[src/rtl/max_run_pkg.sv]
// Shared types and saturating arithmetic helpers for the longest-run stream detector.
package max_run_pkg;

    typedef enum logic {
        RUN  = 1'b0,
        DONE = 1'b1
    } state_e;

    // Helpers work at a fixed wide width; callers narrow the result to CW bits.
    localparam int MAX_CW = 32;

    function automatic logic [MAX_CW-1:0] satAdd(input logic [MAX_CW-1:0] a,
                                                 input logic [MAX_CW-1:0] b,
                                                 input int cw);
        logic [MAX_CW:0] sum;
        logic [MAX_CW:0] lim;
        sum = {1'b0, a} + {1'b0, b};
        lim = ((MAX_CW + 1)'(1) << cw) - (MAX_CW + 1)'(1);
        if (sum > lim) begin
            return lim[MAX_CW-1:0];
        end
        return sum[MAX_CW-1:0];
    endfunction

    function automatic logic [MAX_CW-1:0] maxOf3(input logic [MAX_CW-1:0] a,
                                                 input logic [MAX_CW-1:0] b,
                                                 input logic [MAX_CW-1:0] c);
        logic [MAX_CW-1:0] m;
        m = (a > b) ? a : b;
        return (m > c) ? m : c;
    endfunction

endpackage

[src/rtl/max_run_stream_if.sv]
// Beat input and result output handshakes of the longest-run detector.
interface max_run_stream_if #(
    parameter int W  = 8,
    parameter int CW = 16
);
    logic          mode;
    logic          in_valid;
    logic          in_ready;
    logic [W-1:0]  in_data;
    logic          in_last;
    logic          out_valid;
    logic          out_ready;
    logic [CW-1:0] out_len;
    logic [CW-1:0] out_words;

    modport master (
        output mode, in_valid, in_data, in_last, out_ready,
        input  in_ready, out_valid, out_len, out_words
    );

    modport slave (
        input  mode, in_valid, in_data, in_last, out_ready,
        output in_ready, out_valid, out_len, out_words
    );
endinterface

[src/rtl/max_run_word.sv]
// Per-word run statistics: run from MSB, run ending at LSB, longest inner run, all-target flag.
module max_run_word #(
    parameter int W  = 8,
    parameter int LW = $clog2(W + 1)
) (
    input  logic [W-1:0]  target_i,
    output logic [LW-1:0] lead_o,
    output logic [LW-1:0] trail_o,
    output logic [LW-1:0] inner_o,
    output logic          full_o
);

    logic [LW-1:0] run;
    logic          leadOpen;
    logic          trailOpen;

    // Scan MSB-first for lead and inner runs, then LSB-first for the trailing run.
    always_comb begin
        lead_o    = '0;
        trail_o   = '0;
        inner_o   = '0;
        run       = '0;
        leadOpen  = 1'b1;
        trailOpen = 1'b1;
        for (int i = W - 1; i >= 0; i--) begin
            if (target_i[i]) begin
                run = run + LW'(1);
                if (run > inner_o) begin
                    inner_o = run;
                end
                if (leadOpen) begin
                    lead_o = lead_o + LW'(1);
                end
            end else begin
                run      = '0;
                leadOpen = 1'b0;
            end
        end
        for (int i = 0; i < W; i++) begin
            if (!target_i[i]) begin
                trailOpen = 1'b0;
            end else if (trailOpen) begin
                trail_o = trail_o + LW'(1);
            end
        end
    end

    assign full_o = &target_i;

endmodule

[src/rtl/max_run_stream.sv]
// Streaming longest-run detector: tracks the longest run of target bits across a whole frame.
module max_run_stream
    import max_run_pkg::*;
#(
    parameter int W  = 8,
    parameter int CW = 16
) (
    input  logic             clk,
    input  logic             reset,
    max_run_stream_if.slave  bus
);

    localparam int LW = $clog2(W + 1);

    state_e        state_q, state_d;
    logic [CW-1:0] cur_q, cur_d;
    logic [CW-1:0] best_q, best_d;
    logic [CW-1:0] words_q, words_d;
    logic          mode_q, mode_d;
    logic [CW-1:0] outLen_q, outLen_d;
    logic [CW-1:0] outWords_q, outWords_d;

    logic          accept;
    logic          firstBeat;
    logic          effMode;
    logic [W-1:0]  target;
    logic [LW-1:0] lead, trail, inner;
    logic          full;
    logic [CW-1:0] curBase, bestBase;
    logic [CW-1:0] runSum, beatBest, beatCur, beatWords;
    logic          resultTaken;

    assign accept      = bus.in_valid && bus.in_ready;
    assign resultTaken = (state_q == DONE) && bus.out_ready;

    // Word count is zero only before the first beat of a frame, since it saturates rather than wraps.
    assign firstBeat = (words_q == '0);
    assign effMode   = firstBeat ? bus.mode : mode_q;
    assign target    = effMode ? ~bus.in_data : bus.in_data;

    max_run_word #(.W(W), .LW(LW)) u_word (
        .target_i (target),
        .lead_o   (lead),
        .trail_o  (trail),
        .inner_o  (inner),
        .full_o   (full)
    );

    assign curBase   = firstBeat ? '0 : cur_q;
    assign bestBase  = firstBeat ? '0 : best_q;
    assign runSum    = CW'(satAdd(MAX_CW'(curBase), MAX_CW'(lead), CW));
    assign beatBest  = CW'(maxOf3(MAX_CW'(bestBase), MAX_CW'(runSum), MAX_CW'(inner)));
    assign beatCur   = full ? CW'(satAdd(MAX_CW'(curBase), MAX_CW'(W), CW)) : CW'(trail);
    assign beatWords = CW'(satAdd(MAX_CW'(words_q), MAX_CW'(1), CW));

    always_ff @(posedge clk) begin
        if (reset) begin
            state_q <= RUN;
        end else begin
            state_q <= state_d;
        end
    end

    always_comb begin
        state_d = state_q;
        unique case (state_q)
            RUN:     if (accept && bus.in_last) state_d = DONE;
            DONE:    if (bus.out_ready)         state_d = RUN;
            default: state_d = RUN;
        endcase
    end

    // in_ready is masked by reset so no beat is taken while state is being cleared.
    always_comb begin
        bus.in_ready  = (state_q == RUN) && !reset;
        bus.out_valid = (state_q == DONE);
    end

    always_comb begin
        cur_d      = cur_q;
        best_d     = best_q;
        words_d    = words_q;
        mode_d     = mode_q;
        outLen_d   = outLen_q;
        outWords_d = outWords_q;
        if (accept) begin
            cur_d   = beatCur;
            best_d  = beatBest;
            words_d = beatWords;
            mode_d  = effMode;
            if (bus.in_last) begin
                outLen_d   = beatBest;
                outWords_d = beatWords;
            end
        end
        if (resultTaken) begin
            cur_d   = '0;
            best_d  = '0;
            words_d = '0;
        end
    end

    always_ff @(posedge clk) begin
        if (reset) begin
            cur_q      <= '0;
            best_q     <= '0;
            words_q    <= '0;
            mode_q     <= 1'b0;
            outLen_q   <= '0;
            outWords_q <= '0;
        end else begin
            cur_q      <= cur_d;
            best_q     <= best_d;
            words_q    <= words_d;
            mode_q     <= mode_d;
            outLen_q   <= outLen_d;
            outWords_q <= outWords_d;
        end
    end

    assign bus.out_len   = outLen_q;
    assign bus.out_words = outWords_q;

endmodule

[src/flat_wrapper.sv]
// flat-port wrapper written by rule: the top's interface ports become plain ports
module max_run_stream_flat import max_run_pkg::*;
#(
    parameter int W  = 8,
    parameter int CW = 16
)
  (clk, reset, bus_mode, bus_in_valid, bus_in_data, bus_in_last, bus_out_ready, bus_in_ready, bus_out_valid, bus_out_len, bus_out_words);
  max_run_stream_if #(.W(W), .CW(CW)) bus_i ();
  input  logic clk;
  input  logic reset;
  input wire logic [$bits(bus_i.mode)-1:0] bus_mode;
  input wire logic [$bits(bus_i.in_valid)-1:0] bus_in_valid;
  input wire logic [$bits(bus_i.in_data)-1:0] bus_in_data;
  input wire logic [$bits(bus_i.in_last)-1:0] bus_in_last;
  input wire logic [$bits(bus_i.out_ready)-1:0] bus_out_ready;
  output wire logic [$bits(bus_i.in_ready)-1:0] bus_in_ready;
  output wire logic [$bits(bus_i.out_valid)-1:0] bus_out_valid;
  output wire logic [$bits(bus_i.out_len)-1:0] bus_out_len;
  output wire logic [$bits(bus_i.out_words)-1:0] bus_out_words;
  assign bus_i.mode = bus_mode;
  assign bus_i.in_valid = bus_in_valid;
  assign bus_i.in_data = bus_in_data;
  assign bus_i.in_last = bus_in_last;
  assign bus_i.out_ready = bus_out_ready;
  assign bus_in_ready = bus_i.in_ready;
  assign bus_out_valid = bus_i.out_valid;
  assign bus_out_len = bus_i.out_len;
  assign bus_out_words = bus_i.out_words;
  max_run_stream #(.W(W), .CW(CW)) u_core (.clk(clk), .reset(reset), .bus(bus_i));
endmodule
[config.mk]
export PLATFORM = sky130hd
export DESIGN_NAME = max_run_stream_flat
export DESIGN_NICKNAME = d
export VERILOG_FILES = /design/src/rtl/max_run_pkg.sv /design/src/rtl/max_run_stream_if.sv /design/src/rtl/max_run_word.sv /design/src/rtl/max_run_stream.sv /design/src/flat_wrapper.sv
export SDC_FILE = /design/constraint.sdc
export NUM_CORES = 1
export LEC_CHECK = 0
export BUFFER_PORTS_ARGS = -buffer_cell sky130_fd_sc_hd__buf_2
export CORE_ASPECT_RATIO = 0.8
export CORE_MARGIN = 4
export CORE_UTILIZATION = 40
export CTS_BUF_LIST = sky130_fd_sc_hd__clkbuf_8
export CTS_CLUSTER_DIAMETER = 200
export DETAILED_ROUTE_END_ITERATION = 10
export GPL_TIMING_DRIVEN = 0
export SLEW_MARGIN = 20
export SYNTH_ARGS = -nofsm -noshare
export SYNTH_HDL_FRONTEND = slang
export SYNTH_SLANG_ARGS = --single-unit
export TNS_END_PERCENT = 5
[constraint.sdc]
create_clock -name clk -period 36.3 [get_ports clk]
set_clock_uncertainty 0.15 [all_clocks]
set_input_delay 7.26 -clock clk [delete_from_list [all_inputs] [get_ports clk]]
set_output_delay 7.26 -clock clk [all_outputs]
set_load 0.01 [all_outputs]
==> impl_metrics.yaml, run 1 <==
clocking:
  root_buffer: "clkbuf_8"
  cts_resized: 0
  cts_sinks: 82
  cts_made_buffers: 9
  cts.path.max_buffers: 2
  cts_tree: "built"
  htree_levels: 3
  clock_latency_ns: 0.37
  ctsHoldBuffers: 0
  clk_pin_slew_ns: 0.09
  post-cts-setup-buffers: 0
timing:
  rsz0062_at_grt: "no"
  drv_slew: 0
  fin_crit_sh: 0.584
  fmax_mhz: 47.2
  hold_viol_final: 0
  tightest_slew_ns: 0.853
  fin_tns_setup_ns: 0
  period_minus_slack_ns: 21.20
  maxSlewHeadroom: 0.431
  setup_viol: 0
final_layout:
  drive_gt1_frac: 0.0976
  stdcell_count: 1411
  syn2layout_area_growth_pct: 9.48
  antenna_cells: 0
  design_area_sq_um: 8800
  nNetsFinal: 1215
  fill_cells: 2088
synthesis:
  ys_ff_latch: 82
  ys_warn_count: 0
  ys_top_cells_by_count: "nor2_1, nand2_1, dfxtp_1"
  netlist_instances: 1091
  synth_area_leaders: "dfxtp_1, ha_1, nor2_1"
  synthDistinctLibCells: 81
  yosysSeqAreaShare: 0.204
  synthesis.nets: 1164
  yosysTopAreaCell: "dfxtp_1"
  synth.most_common_cell: "nor2_1"
  synth_top_area_frac: 0.204
  syn_area_per_cell_sq_um: 7.37
  synth-edff-count: 0
  synth_area_sq_um: 8040
  ys_async_sr_fraction: 0
  synth_flop_cell: "dfxtp_1"
die:
  chipWidth_microns: 167
  core.rowCount: 46
  dieArea_sq_um: 22400
  start_util: 0.406
  die_h_microns: 135
  ioPinCount: 48
  core_area_sq_um: 19800
power:
  powerDensity_nw_per_um2: 50.9
  power_leakage_nw: 3.45
  irDropWorstVdd_uv: 27.0
critical_path:
  cp_top_family: "simple AND/OR/NAND/NOR gates"
  start_kind: "input pin"
  cpPeakStageDelay_ns: 0.65
  path_class: "input pin to flop"
  crit_path_end_kind: "flop"
  arrival_ns: 21.33
  r2r_slack_ns: 21.18
  worstPathRequired_ns: 36.43
  worst_path_most_repeated_cell: "o21a_1"
  slowest_stage: "or4b_2"
  crit_fanout: 10
  timing.critical_path.buf_inv: 7
placed_design:
  io_buffers: 40
  placedCellCount: 1395
  place.gp.congestion: 0.928
  place_hpwl_mm: 20.4
  place_area_sq_um: 8570
drt:
  first_pass_iters: 5
  vias: 8444
  drt_wl_total_mm: 26.3
  drt_iter0_markers: 814
  ant_nets: 0
  drc: 0
  wl_per_cell_microns: 18.6
  via_per_inst: 5.98
hold_path:
  min_path_type: "flop to flop"
global_routing:
  grt_max_degree: 16
  grt_pass1_vias: 7583
  gr-usage-all-layers: 0.229
  grt_overflow: 0
  antenna_found_initial: 0
  grt_pass1_wl_mm: 41.9
job:
  maxCapViolations: 0
status:
  status: "finished, final reports clean"
==> layout by cell type, fill, tap and decap left out, drive strengths merged, types with 12 or more instances in the layout <==
cell      n
xor2     12
nor3     31
buf      58
nor2    125
a21o     17
nand2   108
nand4    18
o21a     17
dfxtp    82
nand3    31
and2     31
o31ai    12
a21oi    82
a311oi   24
inv      35
nor2b    13
ha       58
nor4     12
mux2i    18
a31oi    14
o211ai   12
clkbuf   75
o21ai    51
xnor2    36
and3     19
a211oi   30
==> logic make-up (layout without fill, tap and decap cells) <==
kind of cell               after synthesis  after routing  share of synthesized area
AOI/OAI and AO/OA                      318            318                      0.274
xor gates and xnor gates                48             48                     0.0523
adders and majority gates               59             59                     0.0927
buffers and inverters                  118            174                     0.0636
DFF                                     82             82                      0.204
muxes                                   30             30                     0.0406
other                                    1              1                   0.000466
and+or+nand+nor                        435            435                      0.272
==> metrics by stage <==
stage | hold slack [ns] | total power, W | setup WS [ns] | util
global placement | 0.288 | 0.000365 | 15.07 | 0.433
finish | 0.302 | 0.000448 | 15.10 | 0.445
detailed placement | 0.294 | 0.000366 | 15.14 | 0.433
global route | 0.338 | 0.000482 | 14.14 | 0.445
CTS | 0.307 | 0.000444 | 15.51 | 0.444
floorplan | 0.275 | 0.000299 | 17.79 | -
==> area by class of cell <==
type                       count  area [sq um]  area share
buffer                        84           384      0.0436
clock buffer                   9           124      0.0141
clock inverter                 7           101      0.0115
inverter                      34           128      0.0145
multi-input combinational    891          5890       0.670
sequential                    82          1640       0.186
tap                          264           330      0.0375
timing repair buffer          40           200      0.0227
==> flip-flops by register name (all words and copies together), names as in the netlist <==
name	count
u_core.best_q	16
u_core.cur_q	16
u_core.bus.out_valid	1
u_core.bus.out_words	16
u_core.mode_q	1
u_core.bus.out_len	16
u_core.words_q	16
==> routing by layer <==
layer / part of all wire / wire [microns] / up-vias / global-route usage
met5: 0 / 0 / - / 0
met4: 0.015 / 383 / 0 / 0.0436
met3: 0.084 / 2210 / 30 / 0.0427
met2: 0.40 / 10600 / 341 / 0.324
met1: 0.50 / 13000 / 3949 / 0.359
li1: - / - / 4124 / -
==> final timing paths <==
kind                                  start                                  to  depth (start not counted)
max                                bus_mode  u_core.bus.out_len[3]$_SDFFE_PP0P_                         57
min            u_core.cur_q[1]$_SDFFE_PP0P_        u_core.cur_q[1]$_SDFFE_PP0P_                          2
max reg2reg  u_core.words_q[0]$_SDFFE_PP0P_  u_core.bus.out_len[3]$_SDFFE_PP0P_                         59
min reg2reg    u_core.cur_q[1]$_SDFFE_PP0P_        u_core.cur_q[1]$_SDFFE_PP0P_                          2
==> power breakdown <==
group | internal (W) | total, W | switching [W]
logic | 0.000104 | 0.000273 | 0.000169
clock network | 0.0000395 | 0.0000783 | 0.0000388
registers | 0.0000942 | 0.0000971 | 0.00000289
total | 0.000238 | 0.000448 | 0.000210
==> tightest hold or removal path: stages (launching register included) <==
cell,delay [ns]
dfxtp_1,0.31
nand2_1,0.05
a21oi_1,0.05
No activity file was read; power rests on OpenSTA's default activity.
==> inputs of run 2 (changes only) <==
clock period = 17.6 ns   (was 36.3 ns; I/O delays follow)
==> run 2 against run 1 <==
Power increased by 110%. Combinational power increased by 110%. Largest power group unchanged. First-iteration DRC count decreased by 0.86%. Critical path type unchanged. Via count decreased by 0.45%. Sequential cell count unchanged.
==> impl_metrics.yaml, run 2 (same netlist as run 1, synthesis figures left out) <==
critical_path:
  slowest_stage: "or4b_2"
  r2r-start: "u_core.words_q[0]$_SDFFE_PP0P_"
  cpPeakStageDelay_ns: 0.65
  crit_path_end_kind: "flop"
  worstPathRequired_ns: 17.73
  start_kind: "input pin"
  cp_top_family: "compound AO/OA/AOI/OAI gates"
  path_class: "input pin to flop"
  timing.critical_path.buf_inv: 8
  ff2ff_path_depth: 61
  crit_fanout: 10
  crit_cells: 59
  r2r-end: "u_core.bus.out_len[3]$_SDFFE_PP0P_"
  r2r_slack_ns: 3.23
  arrival_ns: 16.83
  worst_path_most_repeated_cell: "o21a_1"
die:
  dieArea_sq_um: 22400
  core.rowCount: 46
  chipWidth_microns: 167
  core_area_sq_um: 19800
  start_util: 0.406
  die_h_microns: 135
  ioPinCount: 48
global_routing:
  antenna_found_initial: 0
  grt_pass1_wl_mm: 41.9
  grt_max_degree: 16
  grt_overflow: 0
  gr-usage-all-layers: 0.229
  grt_pass1_vias: 7583
clocking:
  cts_sinks: 82
  htree_levels: 3
  root_buffer: "clkbuf_8"
  clk_pin_slew_ns: 0.09
  ctsHoldBuffers: 0
  cts_made_buffers: 9
  clock_latency_ns: 0.38
  post-cts-setup-buffers: 0
  cts_resized: 0
  cts_tree: "built"
  cts.path.max_buffers: 2
drt:
  via_per_inst: 5.96
  wl_per_cell_microns: 18.6
  drt_wl_total_mm: 26.3
  ant_nets: 0
  drc: 0
  vias: 8406
  first_pass_iters: 5
  drt_iter0_markers: 807
timing:
  setup_viol: 0
  maxSlewHeadroom: 0.448
  tightest_slew_ns: 0.828
  fin_tns_setup_ns: 0
  fin_crit_sh: 0.949
  fmax_mhz: 59.9
  rsz0062_at_grt: "no"
  period_minus_slack_ns: 16.70
  drv_slew: 0
  hold_viol_final: 0
power:
  p_seq_frac: 0.216
  p_int_w: 0.000491
  clkPwrFrac: 0.174
  combPwrFrac: 0.609
  switching_share: 0.469
  power_leakage_nw: 3.46
  switching_power_w: 0.000435
  powerDensity_nw_per_um2: 105
  irDropWorstVdd_uv: 55.8
placed_design:
  place.gp.congestion: 0.928
  io_buffers: 40
  place_hpwl_mm: 20.4
final_layout:
  nNetsFinal: 1215
  final_cell_mix: "nor2_1, nand2_1, dfxtp_1"
  fill_cells: 2089
  multi_input_area_sq_um: 5910
  seqCellArea_sq_um: 1640
  antenna_cells: 0
  drive_gt1_frac: 0.100
  syn2layout_area_growth_pct: 9.74
  utilization: 0.446
  layout_commonest_cell: "nor2_1"
status:
  status: "finished, final reports clean"
hold_path:
  min_path_type: "flop to flop"
  worstHoldPathCells: 2
  worst_hold_path.endpoint: "u_core.cur_q[1]$_SDFFE_PP0P_"
  holdCritStartpoint: "u_core.cur_q[1]$_SDFFE_PP0P_"
job:
  maxCapViolations: 0
==> run 2: layout make-up <==
| type | count | share of cell area |
|---|---|---|
| sequential | 82 | 0.186 |
| tap | 264 | 0.0374 |
| clock buffer | 9 | 0.0140 |
| multi-input combinational | 891 | 0.670 |
| timing repair buffer | 40 | 0.0227 |
| clock inverter | 7 | 0.0115 |
| inverter | 34 | 0.0145 |
| buffer | 84 | 0.0435 |
==> run 2: worst reg2reg max path, delay by kind of cell (launching register included) <==
kind / cells / cell delay [ns]
AND/OR/NAND/NOR: 16 / 3.83
adder cells (fa/ha/maj): 8 / 2.13
flip-flops: 1 / 0.33
AO/OA/AOI/OAI: 22 / 4.54
XOR/XNOR: 2 / 0.63
buffers and inverters: 9 / 1.62
multiplexers: 4 / 1.10
==> run 2: power by group through the flow <==
stage	logic [W]	registers [W]	clock network, W
2_1_floorplan	0.000411	0.000206	0
3_3_place_gp	0.000549	0.000205	0
3_5_place_dp	0.000550	0.000205	0
4_1_cts	0.000553	0.000200	0.000163
5_1_grt	0.000623	0.000201	0.000171
6_report	0.000564	0.000200	0.000161
==> run 2: per-layer routing <==
| layer | up-vias | wire length [microns] | part of all wire | global-route usage |
|---|---|---|---|---|
| li1 | 4111 | - | - | - |
| met1 | 3937 | 13000 | 0.49 | 0.359 |
| met2 | 330 | 10700 | 0.41 | 0.324 |
| met3 | 28 | 2240 | 0.085 | 0.0427 |
| met4 | 0 | 374 | 0.014 | 0.0436 |
| met5 | - | 0 | 0 | 0 |
==> run 2: through the flow <==
stage	hold slack, ns	area, sq um	cells	worst slack (ns)	power, W
after floorplan	0.275	8040	1091	2.83	0.000617
after global placement	0.288	8570	1395	0.115	0.000753
after detailed placement	0.294	8570	1395	0.179	0.000754
after CTS	0.307	8800	1411	0.548	0.000916
after global routing	0.338	8820	1411	0.0732	0.000995
final	0.301	8820	1411	0.895	0.000926
==> run 2: how the worst max path moves through the flow <==
stage / startpoint / slack [ns] / end
2_1_floorplan: bus_mode / 2.83 / u_core.bus.out_len[2]$_SDFFE_PP0P_
3_3_place_gp: bus_mode / 0.11 / u_core.bus.out_len[3]$_SDFFE_PP0P_
3_5_place_dp: bus_mode / 0.18 / u_core.bus.out_len[3]$_SDFFE_PP0P_
4_1_cts: bus_mode / 0.55 / u_core.bus.out_len[3]$_SDFFE_PP0P_
5_1_grt: bus_mode / 0.07 / u_core.bus.out_len[3]$_SDFFE_PP0P_
6_report: bus_mode / 0.90 / u_core.bus.out_len[3]$_SDFFE_PP0P_
==> inputs of run 3 (changes only) <==
CTS_BUF_LIST = default   (was sky130_fd_sc_hd__clkbuf_8)
==> run 3 against run 2 <==
Sequential share of layout area is 0.21 points lower. Global-route usage hardly changed. Power grew 5.1%. Count of clock-buffer cells in the layout did not move. Die area unchanged. Largest power group unchanged. Highest routed layer unchanged.
==> impl_metrics.yaml, run 3 (same netlist as run 1, synthesis figures left out) <==
power:
  clkPwrFrac: 0.216
  power_leakage_nw: 3.51
  p_seq_frac: 0.206
  switching_share: 0.449
  powerDensity_nw_per_um2: 109
  irDropWorstVdd_uv: 55.9
  p_int_w: 0.000536
  switching_power_w: 0.000437
  combPwrFrac: 0.578
drt:
  vias: 8444
  drc: 0
  first_pass_iters: 5
  via_per_inst: 5.98
  ant_nets: 0
  wl_per_cell_microns: 18.6
  drt_wl_total_mm: 26.2
  drt_iter0_markers: 863
critical_path:
  r2r-end: "u_core.bus.out_len[3]$_SDFFE_PP0P_"
  cp_top_family: "compound AO/OA/AOI/OAI gates"
  start_kind: "input pin"
  r2r_slack_ns: 3.24
  r2r-start: "u_core.words_q[0]$_SDFFE_PP0P_"
  timing.critical_path.buf_inv: 8
  ff2ff_path_depth: 61
  crit_path_end_kind: "flop"
  crit_start: "bus_mode"
  crit_fanout: 10
  endpoint: "u_core.bus.out_len[3]$_SDFFE_PP0P_"
  arrival_ns: 16.82
  worst_path_most_repeated_cell: "o21a_1"
  worstPathRequired_ns: 17.70
  crit_cells: 59
  cpPeakStageDelay_ns: 0.65
  path_class: "input pin to flop"
  slowest_stage: "or4b_2"
placed_design:
  place_ws_ns: 0.179
  io_buffers: 40
  place_hpwl_mm: 20.4
  placedCellCount: 1395
  place.gp.congestion: 0.928
status:
  status: "finished, final reports clean"
clocking:
  ctsHoldBuffers: 0
  cts_sinks: 82
  clock_latency_ns: 0.34
  cts_made_buffers: 9
  cts.path.max_buffers: 2
  root_buffer: "clkbuf_16"
  htree_levels: 3
  post-cts-setup-buffers: 0
  cts_tree: "built"
  clk_pin_slew_ns: 0.07
global_routing:
  grt_pass1_wl_mm: 42.0
  grt_pass1_vias: 7605
  grt_max_degree: 16
  antenna_found_initial: 0
  grt_overflow: 0
  gr-usage-all-layers: 0.229
timing:
  period_minus_slack_ns: 16.73
  hold_viol_final: 0
  setup_viol: 0
  fmax_mhz: 59.8
  fin_crit_sh: 0.950
  final.setup.worst_slack_ns: 0.873
  rsz0062_at_grt: "no"
  maxSlewHeadroom: 0.465
  drv_slew: 0
  tightest_slew_ns: 0.790
  fin_tns_setup_ns: 0
die:
  core_area_sq_um: 19800
  chipWidth_microns: 167
  die_h_microns: 135
  start_util: 0.406
  ioPinCount: 48
  core.rowCount: 46
  dieArea_sq_um: 22400
hold_path:
  min_path_type: "flop to flop"
  holdCritStartpoint: "u_core.cur_q[1]$_SDFFE_PP0P_"
final_layout:
  nNetsFinal: 1215
  stdcell_count: 1411
  syn2layout_area_growth_pct: 11.0
  final_cell_mix: "nor2_1, nand2_1, dfxtp_1"
  drive_gt1_frac: 0.100
  antenna_cells: 0
  layout_commonest_cell: "nor2_1"
job:
  maxCapViolations: 0
==> run 3: power by group through the flow <==
stage | sequential, W | combinational (W) | clock [W]
2_1_floorplan | 0.000206 | 0.000411 | 0
3_3_place_gp | 0.000205 | 0.000549 | 0
3_5_place_dp | 0.000205 | 0.000550 | 0
4_1_cts | 0.000200 | 0.000552 | 0.000213
5_1_grt | 0.000201 | 0.000623 | 0.000222
6_report | 0.000200 | 0.000562 | 0.000210
==> run 3: how the worst min path moves through the flow <==
stage	endpoint	slack, ns	cells after the start
after floorplan	u_core.best_q[0]$_SDFFE_PP0P_	0.27	2
after detailed placement	u_core.cur_q[1]$_SDFFE_PP0P_	0.29	2
after global routing	u_core.bus.out_words[15]$_SDFFE_PP0P_	0.33	2
final	u_core.cur_q[1]$_SDFFE_PP0P_	0.30	2
after CTS	u_core.cur_q[1]$_SDFFE_PP0P_	0.30	2
after global placement	u_core.best_q[0]$_SDFFE_PP0P_	0.29	2
==> run 3: area by class of cell <==
type | count | area (sq um)
buffer | 84 | 384
clock buffer | 9 | 225
clock inverter | 7 | 101
fill | 2080 | 10900
inverter | 34 | 128
multi-input combinational | 891 | 5910
sequential | 82 | 1640
tap | 264 | 330
timing repair buffer | 40 | 200
==> run 3: worst min-delay path, stage by stage (launching register included) <==
cell	delay [ns]
dfxtp_1	0.31
nand2_1	0.05
a21oi_1	0.05
==> run 3: repair_timing <==
item,in CTS,in global routing
resized for setup,0,4
endpoints found under the setup margin,0,8
hold endpoints to repair,0,0
==> run 3: per-layer routing <==
metal | GRT usage | wire length, microns
met2 | 0.327 | 10700
met4 | 0.0404 | 329
met5 | 0 | 0
met3 | 0.0421 | 2210
met1 | 0.360 | 13000
==> run 3: through the flow <==
stage | utilization | power [W] | hold WS (ns) | area (sq um)
2_1_floorplan | - | 0.000617 | 0.275 | 8040
3_3_place_gp | 0.433 | 0.000753 | 0.288 | 8570
3_5_place_dp | 0.433 | 0.000754 | 0.294 | 8570
4_1_cts | 0.449 | 0.000966 | 0.303 | 8900
5_1_grt | 0.451 | 0.00105 | 0.333 | 8920
6_report | 0.451 | 0.000973 | 0.299 | 8920
